### config.mk
export PLATFORM = sky130hd
export DESIGN_NAME = bc_result_acc
export DESIGN_NICKNAME = d
export VERILOG_FILES = /design/src/rtl/bc_pkg.sv /design/src/rtl/bc_deser.sv /design/src/rtl/bc_result_acc.sv
export SDC_FILE = /design/constraint.sdc
export NUM_CORES = 1
export LEC_CHECK = 0
export ABC_AREA = 1
export CORE_UTILIZATION = 30
export DETAILED_ROUTE_END_ITERATION = 8
export SLEW_MARGIN = 25
export SYNTH_ARGS = -nofsm -noshare
export SYNTH_HDL_FRONTEND = slang
export SYNTH_SLANG_ARGS = --single-unit
### constraint.sdc
create_clock -name clk -period 7.5 [get_ports clk]
set_input_delay 1.5 -clock clk [delete_from_list [all_inputs] [get_ports clk]]
set_output_delay 1.5 -clock clk [all_outputs]
set_load 0.02 [all_outputs]
### src/rtl/bc_pkg.sv
// Shared types and default sizes for the bitblock result accumulator.
// The state encoding lives here so the bench and any future blocks can decode it.
package bc_pkg;
  localparam int NBITS_DEF = 16;
  localparam int ACC_W_DEF = 24;

  typedef enum logic [1:0] {
    ST_IDLE    = 2'd0,
    ST_COLLECT = 2'd1,
    ST_DONE    = 2'd2
  } state_e;
endpackage

### src/rtl/bc_deser.sv
// LSB-first serial-to-parallel assembler with a sticky over-length flag.
// The word is presented combinationally on the bit_last beat, including that beat's bit.
module bc_deser
  import bc_pkg::*;
#(
  parameter int NBITS = NBITS_DEF
) (
  input  logic             clk,
  input  logic             rst,
  input  logic             clr,
  input  logic             beat_vld,
  input  logic             bit_in,
  input  logic             bit_last,
  output logic             word_vld,
  output logic [NBITS-1:0] word,
  output logic             len_err
);
  localparam int IDX_W = $clog2(NBITS + 1);
  localparam logic [IDX_W-1:0] IDX_MAX = IDX_W'(NBITS);

  logic [IDX_W-1:0] idx_q, idx_d;
  logic [NBITS-1:0] asm_q, asm_d;
  logic             len_err_q, len_err_d;
  logic             in_range;
  logic [NBITS-1:0] bit_mask;

  always_comb begin
    in_range  = (idx_q < IDX_MAX);
    bit_mask  = (in_range && bit_in) ? (NBITS'(1) << idx_q) : '0;
    word      = asm_q | bit_mask;
    word_vld  = beat_vld && bit_last;
    idx_d     = idx_q;
    asm_d     = asm_q;
    len_err_d = len_err_q;
    if (clr) begin
      idx_d     = '0;
      asm_d     = '0;
      len_err_d = 1'b0;
    end else if (beat_vld) begin
      // Bits past NBITS never reach the assembler; the index parks at NBITS.
      if (!in_range) len_err_d = 1'b1;
      if (bit_last) begin
        idx_d = '0;
        asm_d = '0;
      end else begin
        asm_d = word;
        if (in_range) idx_d = idx_q + IDX_W'(1);
      end
    end
  end

  always_ff @(posedge clk or posedge rst) begin
    if (rst) begin
      idx_q     <= '0;
      asm_q     <= '0;
      len_err_q <= 1'b0;
    end else begin
      idx_q     <= idx_d;
      asm_q     <= asm_d;
      len_err_q <= len_err_d;
    end
  end

  assign len_err = len_err_q;
endmodule

### src/rtl/bc_result_acc.sv
// Frame accumulator: sums num_words deserialised words with unsigned saturation,
// then holds the result in DONE until the res_vld/res_rdy handshake.
module bc_result_acc
  import bc_pkg::*;
#(
  parameter int NBITS = NBITS_DEF,
  parameter int ACC_W = ACC_W_DEF
) (
  input  logic             clk,
  input  logic             rst,
  input  logic             start,
  input  logic [7:0]       num_words,
  input  logic             bit_vld,
  input  logic             bit_in,
  input  logic             bit_last,
  output logic [ACC_W-1:0] res,
  output logic             res_vld,
  input  logic             res_rdy,
  output logic             ovf,
  output logic             len_err
);
  if (ACC_W < NBITS) begin : g_width_check
    $error("bc_result_acc: ACC_W must be >= NBITS");
  end

  state_e           state_q, state_d;
  logic [7:0]       num_q, num_d;
  logic [7:0]       cnt_q, cnt_d;
  logic [ACC_W-1:0] acc_q, acc_d;
  logic             ovf_q, ovf_d;
  logic             res_vld_q, res_vld_d;

  logic             start_acc;
  logic             beat_vld;
  logic             word_vld;
  logic [NBITS-1:0] word;
  logic [ACC_W:0]   sum;
  logic [7:0]       cnt_inc;

  // Start is honoured everywhere except DONE without a same-cycle handshake.
  assign start_acc = start && ((state_q != ST_DONE) || res_rdy);
  assign beat_vld  = bit_vld && (state_q == ST_COLLECT) && !start_acc;
  assign sum       = {1'b0, acc_q} + {{(ACC_W + 1 - NBITS){1'b0}}, word};
  assign cnt_inc   = cnt_q + 8'd1;

  bc_deser #(.NBITS(NBITS)) u_deser (
    .clk      (clk),
    .rst      (rst),
    .clr      (start_acc),
    .beat_vld (beat_vld),
    .bit_in   (bit_in),
    .bit_last (bit_last),
    .word_vld (word_vld),
    .word     (word),
    .len_err  (len_err)
  );

  always_ff @(posedge clk or posedge rst) begin
    if (rst) state_q <= ST_IDLE;
    else     state_q <= state_d;
  end

  always_comb begin
    state_d = state_q;
    if (start_acc) begin
      state_d = (num_words == 8'd0) ? ST_DONE : ST_COLLECT;
    end else begin
      case (state_q)
        ST_COLLECT: if (word_vld && (cnt_inc == num_q)) state_d = ST_DONE;
        ST_DONE:    if (res_rdy) state_d = ST_IDLE;
        default:    state_d = state_q;
      endcase
    end
  end

  always_comb begin
    num_d     = num_q;
    cnt_d     = cnt_q;
    acc_d     = acc_q;
    ovf_d     = ovf_q;
    res_vld_d = (state_d == ST_DONE);
    if (start_acc) begin
      num_d = num_words;
      cnt_d = '0;
      acc_d = '0;
      ovf_d = 1'b0;
    end else if (word_vld) begin
      cnt_d = cnt_inc;
      // Once saturated the frame stays pinned at all ones.
      if (ovf_q || sum[ACC_W]) begin
        acc_d = '1;
        ovf_d = 1'b1;
      end else begin
        acc_d = sum[ACC_W-1:0];
      end
    end
  end

  always_ff @(posedge clk or posedge rst) begin
    if (rst) begin
      num_q     <= '0;
      cnt_q     <= '0;
      acc_q     <= '0;
      ovf_q     <= 1'b0;
      res_vld_q <= 1'b0;
    end else begin
      num_q     <= num_d;
      cnt_q     <= cnt_d;
      acc_q     <= acc_d;
      ovf_q     <= ovf_d;
      res_vld_q <= res_vld_d;
    end
  end

  assign res     = acc_q;
  assign res_vld = res_vld_q;
  assign ovf     = ovf_q;
endmodule

After elaboration in Yosys (flattened, before gate mapping)

Cells that the tools add are included.

Input port bits: 15
Output and inout bits: 27
Flip-flop bits (word level): 66
Logic and storage cells: 62

Reduce and logical (&&, ||, !) cells: 17
$add $sub $neg: 3
Mux-type cells: 24
Shift-type cells: 1
Order comparisons: 1
Bitwise operators: 1
Eq/ne operators: 6

Operators by type and width:

| cell                                                | number |
|---|---|
| 2-to-1 mux 24 bit                                   | 3 |
| 2-to-1 mux 16 bit                                   | 4 |
| adder 24 x 16 -> 25 bit                             | 1 |
| 2-to-1 mux 5 bit                                    | 4 |
| 2-to-1 mux 8 bit                                    | 2 |
| bitwise OR 16 bit                                   | 1 |
| left shift 1 x 5 -> 16 bit, first input constant    | 1 |
| adder 8 x 1 -> 8 bit, second input constant         | 1 |
| equality test 8 bit                                 | 1 |
| zero test 8 bit                                     | 1 |
| 2-to-1 mux 2 bit                                    | 4 |
| logical AND 1 bit                                   | 6 |
| 2-to-1 mux 1 bit                                    | 6 |
| AND reduction 2 bit                                 | 3 |
| nonzero test 2 bit                                  | 3 |
| adder 5 x 1 -> 5 bit, second input constant         | 1 |
| less-than comparator 5 bit, second input constant   | 1 |
| equality test 2 bit, second input constant          | 2 |
| inequality test 2 bit, second input constant        | 2 |
| one-hot mux 2 bit (2 select lines)                  | 1 |
| nonzero test 3 bit                                  | 1 |
| equality test 2 x 1 -> 1 bit, second input constant | 1 |
| logical OR 1 bit                                    | 2 |
| zero test 1 bit                                     | 1 |

Depth between registers and ports, before layout

Depth in word-level cells: 11
Depth in mapped cells: 21

Cells and area by module

A second synthesis with hierarchy kept.

Cell total of the unflattened synthesis: 621
Area total of the unflattened synthesis: 4508.1 µm²

Modules (own cells, without submodules):

| module        | area an instance (µm²) | seq. area each (µm²) | cells an instance | times used |
|---|---|---|---|---|
| bc_result_acc | 3254.4                 | 1101.1               | 471               | 1 |
| bc_deser      | 1253.7                 | 550.5                | 150               | 1 |

Worst setup path after synthesis

OpenSTA, ideal clock, no wires.

Path kind: in2reg
Start point: in bit_in
End point: reg acc_q[11] (netlist: res[11])
Setup time: 0.067 ns
Data required time: 7.433 ns
Path slack: 3.805 ns
Cell stages on the path: 19
Path buffers: 1
Arrival time: 3.629 ns
Path through: nand2_1 -> nor2_1 -> a21oi_1 -> inv_1 -> ha_1 -> inv_1 -> fa_1 -> inv_1 -> nand2_1 -> o21ai_2 -> nand2_2 -> nand2_2 -> nand3_2 -> o21ai_2 -> nor2_4 -> inv_6 -> nand2_8 -> buf_8 -> nand3_2

Cells in the longest elaborated chain, start to end: 8

Ends and longest elaborated chain:

| item                      | RTL line             | source |
|---|---|---|
| start: declaration        | bc_result_acc.sv:14  | `input logic bit_in,` |
| logical AND 1 bit *       | bc_deser.sv:29       | `bit_mask = (in_range && bit_in) ? (NBITS'(1) << idx_q) : '0;` |
| 2-to-1 mux 16 bit *       | bc_deser.sv:29       |  |
| bitwise OR 16 bit *       | bc_deser.sv:30       | `word = asm_q \| bit_mask;` |
| adder 24 x 16 -> 25 bit * | bc_result_acc.sv:43  | `assign sum = {1'b0, acc_q} + {{(ACC_W + 1 - NBITS){1'b0}}, word};` |
| logical OR 1 bit          | bc_result_acc.sv:90  | `if (ovf_q \|\| sum[ACC_W]) begin` |
| 2-to-1 mux 24 bit *       | bc_result_acc.sv:90  |  |
| 2-to-1 mux 24 bit *       | bc_result_acc.sv:87  | `end else if (word_vld) begin` |
| 2-to-1 mux 24 bit *       | bc_result_acc.sv:82  | `if (start_acc) begin` |
| end signal: assignment    | bc_result_acc.sv:103 | `acc_q <= '0;` |
| end signal: assignment    | bc_result_acc.sv:109 | `acc_q <= acc_d;` |
| end: declaration          | bc_result_acc.sv:29  | `logic [ACC_W-1:0] acc_q, acc_d;` |

Every way passes the cells marked *; elsewhere a longest branch is shown, timed or not. The select of a mux whose other input is x is not followed.
A chain may end at the register's enable or synchronous reset.

Worst setup path after layout

Start point: in bit_in
End point: reg acc_q[7] (netlist: res[7])

The elaborated chain is that of the path after synthesis.

==> impl_metrics.json <==
{
  "outcome": "finished, final reports clean",
  "ioPinCount": 42,
  "setup_viol": 0,
  "cts_buffers": 9,
  "yosysSeqAreaShare_pct": 37.0,
  "synth_cell_types": 44,
  "path_buf_inv": 5,
  "clk_pin_slew_ns": 0.05,
  "synth_top_cell_area_share_pct": 37.0,
  "rsz0062_at_grt": "false",
  "initial_utilization_pct": 30.7,
  "ys_seq_elements": 66,
  "synth_flop_cell": "dfrtp_1",
  "grt_start_max_net_pins": 67,
  "grt_overflow": 0,
  "drt.antenna.violating_nets": 0,
  "grt_pass1_wl_um": 19600,
  "hpwl_um": 8720,
  "synth.yosys.warnings": 0,
  "async_flop_share_pct": 100,
  "yosys.area.top_type": "dfrtp_1",
  "power_density_nw_per_um2": 174,
  "place_inst": 815,
  "rows": 44,
  "slew_violations": 0,
  "numClockSinks": 66,
  "r2r-start": "u_deser.idx_q[4]",
  "stdcell_count": 831,
  "gp_congestion": 0.865,
  "synth_area_leaders": "dfrtp_1 37%, nand2_1 13%, ha_1 7.3%",
  "finalCritPeriodShare_pct": 56.4,
  "post_cts_resized": 0,
  "dieArea_um2": 15400,
  "holdBufCountCts": 0,
  "grt_pass1_vias": 3865,
  "drcViolationCount": 0,
  "diodes": 0,
  "cap_violations": 0,
  "core_area_um2": 14500,
  "worstSetupStartpoint": "bit_in",
  "synthCells": 601,
  "relSlewSlack_pct": 41.0,
  "crit_top_cell": "inv_1",
  "fin_worst_skew_ns": 0.00565,
  "totalPowerFinal_mw": 0.932,
  "cp-start-kind": "primary input",
  "drtIter0Drc": 222,
  "syn2layout_area_growth_pct": 20.1,
  "clkLatencyLatePin_ns": 0.34,
  "fmax_ghz": 0.236,
  "p_leak_nw": 2.74,
  "end_kind": "flop",
  "cts_buffer_depth": 2,
  "fin_crit_ns": 4.23,
  "drt-total-wl_um": 12000,
  "cts_htree_levels": 3,
  "antenna_found_initial": 0,
  "cp_slowest_cell": "clkdlybuf4s50_1",
  "worstPathArrival_ns": 4.47,
  "io_buffers": 41,
  "timing_hold_violations_final": 0,
  "dr.pass1.iters": 5,
  "synth_edf_count": 0,
  "cp_data_required_time_ns": 7.74,
  "synth_area_per_cell_um2": 7.43,
  "die_x_um": 124,
  "cts_tree": "done",
  "setup_tns_ns": 0,
  "synth_area_um2": 4470,
  "syn-num-nets": 643,
  "fin_nets": 684,
  "cpPeakStageDelay_ns": 0.46,
  "via_per_inst": 4.84,
  "dpl_cell_area_um2": 5050,
  "path_cells": "clkdlybuf4s50_1 > nand2_1 > nor2_1 > a21oi_1 > inv_1 > ha_1 > inv_1 > fa_1 > inv_1 > nand2_1 > o21ai_2 > nand2_2 > nand2_2 > nand3_2 > o21ai_2 > nor2_4 > inv_6 > nand2_8 > o211ai_1",
  "final_area_um2": 5370,
  "worst_pin_slew_ns": 0.885,
  "vias": 4019,
  "cts_setup_buffers": 0,
  "vdd_drop_max_mv": 0.115,
  "critPathKind": "in2reg",
  "crit_path_max_fanout": 15,
  "drive_gt1_share_pct": 9.43,
  "groute.usage.overall_pct": 16.8,
  "wl_per_cell_um": 14.4,
  "hold_class": "reg2reg",
  "min-delay-start": "num_q[3]",
  "die_y_um": 124,
  "cts_root_buf": "clkbuf_16",
  "cp_top_family": "simple AND/OR/NAND/NOR gates"
}
cells by family after synthesis:
logic type | synth area share (%)
adder cells (fa/ha/maj) | 7.73
AND/OR/NAND/NOR | 31.4
AO/OA/AOI/OAI | 14.4
flip-flops | 37.0
XOR/XNOR | 1.18
buffers and inverters | 8.32
Yosys cell counts (7+ instances only):
library cell and count:
a21oi_1 54, dfrtp_1 66, ha_1 26, inv_1 74
nand2_1 155, nand2_2 7, nand3_1 35, nand3_2 12
nand4_1 9, nor2_1 32, nor3_1 20, o21ai_0 27
o21ai_1 8
registers in the layout (all words and copies together), names as in the netlist:
| signal | cells |
|---|---|
| u_deser.len_err | 1 |
| u_deser.asm_q | 16 |
| state_q | 2 |
| ovf | 1 |
| num_q | 8 |
| res | 24 |
| res_vld | 1 |
| u_deser.idx_q | 5 |
| cnt_q | 8 |
through the flow:
stage / util, % / worst slack (ns) / hold WS [ns]
2_1_floorplan: - / 3.80 / 0.455
3_3_place_gp: 34.8 / 2.93 / 0.479
3_5_place_dp: 34.8 / 2.93 / 0.486
4_1_cts: 36.9 / 3.27 / 0.499
5_1_grt: 36.9 / 3.02 / 0.508
6_report: 36.9 / 3.27 / 0.491
power breakdown:
| group | switching [mW] | internal, mW |
|---|---|---|
| Clock | 0.161 | 0.291 |
| Sequential | 0.00747 | 0.367 |
| Combinational | 0.0713 | 0.0345 |
| Total | 0.240 | 0.692 |
cell usage in the layout, fill, tap and decap left out, types with 2 or more instances in the layout:
master / instances
a22oi_1: 2
nor2_1: 32
nand3_1: 35
o211ai_1: 5
nor3_1: 20
clkbuf_1: 2
inv_2: 6
nand3b_1: 5
clkdlybuf4s50_1: 41
o22ai_1: 6
a21oi_2: 3
clkbuf_16: 9
xnor2_1: 2
nor2_2: 4
nand2_2: 7
o21ai_0: 27
and3_1: 2
xor2_1: 4
o21ai_2: 2
ha_1: 26
inv_1: 73
bufinv_16: 2
o21ai_1: 8
nand3_2: 12
a21oi_1: 54
nand4_1: 9
nand2_1: 155
clkinv_2: 2
nor4_1: 2
a21o_1: 2
or2_2: 6
dfrtp_1: 66
layer usage:
layer,GRT usage (%),up-vias,share of wire [%]
met4,4.24,0,0.87
li1,-,2068,-
met2,26.6,62,45
met1,23.4,1883,51
met5,0,-,0
met3,3.30,6,3.3
final cells by class:
type / instances / area (um2)
clock buffer: 11 / 233
sequential: 66 / 1650
clock inverter: 5 / 78.8
tap: 184 / 230
fill: 1564 / 9170
multi-input combinational: 442 / 2440
timing repair buffer: 42 / 418
inverter: 81 / 309
worst register-to-register path, cell delays in order (launching register included):
cell and delay [ns]:
dfrtp_1 0.35, inv_1 0.12, nand2_1 0.09, nor2_1 0.43, a21oi_1 0.17, inv_1 0.11, ha_1 0.17, inv_1 0.07
fa_1 0.35, inv_1 0.07, nand2_1 0.07, o21ai_2 0.22, nand2_2 0.07, nand2_2 0.12, nand3_2 0.07, o21ai_2 0.09
nor2_4 0.09, inv_6 0.09, nand2_8 0.12, o211ai_1 0.14
path summary, 6_finish.rpt:
kind | to | slack, ns | cells after the start
worst max-delay path | res[7] | 3.27 | 19
worst min-delay path | num_q[3] | 0.49 | 2
worst max register to register | res[7] | 4.39 | 19
worst min register to register | num_q[3] | 0.49 | 2
max in group asynchronous | res[13] | 5.16 | 3
min in group asynchronous | u_deser.len_err | 1.73 | 3
(Power assumes the default switching activity.)
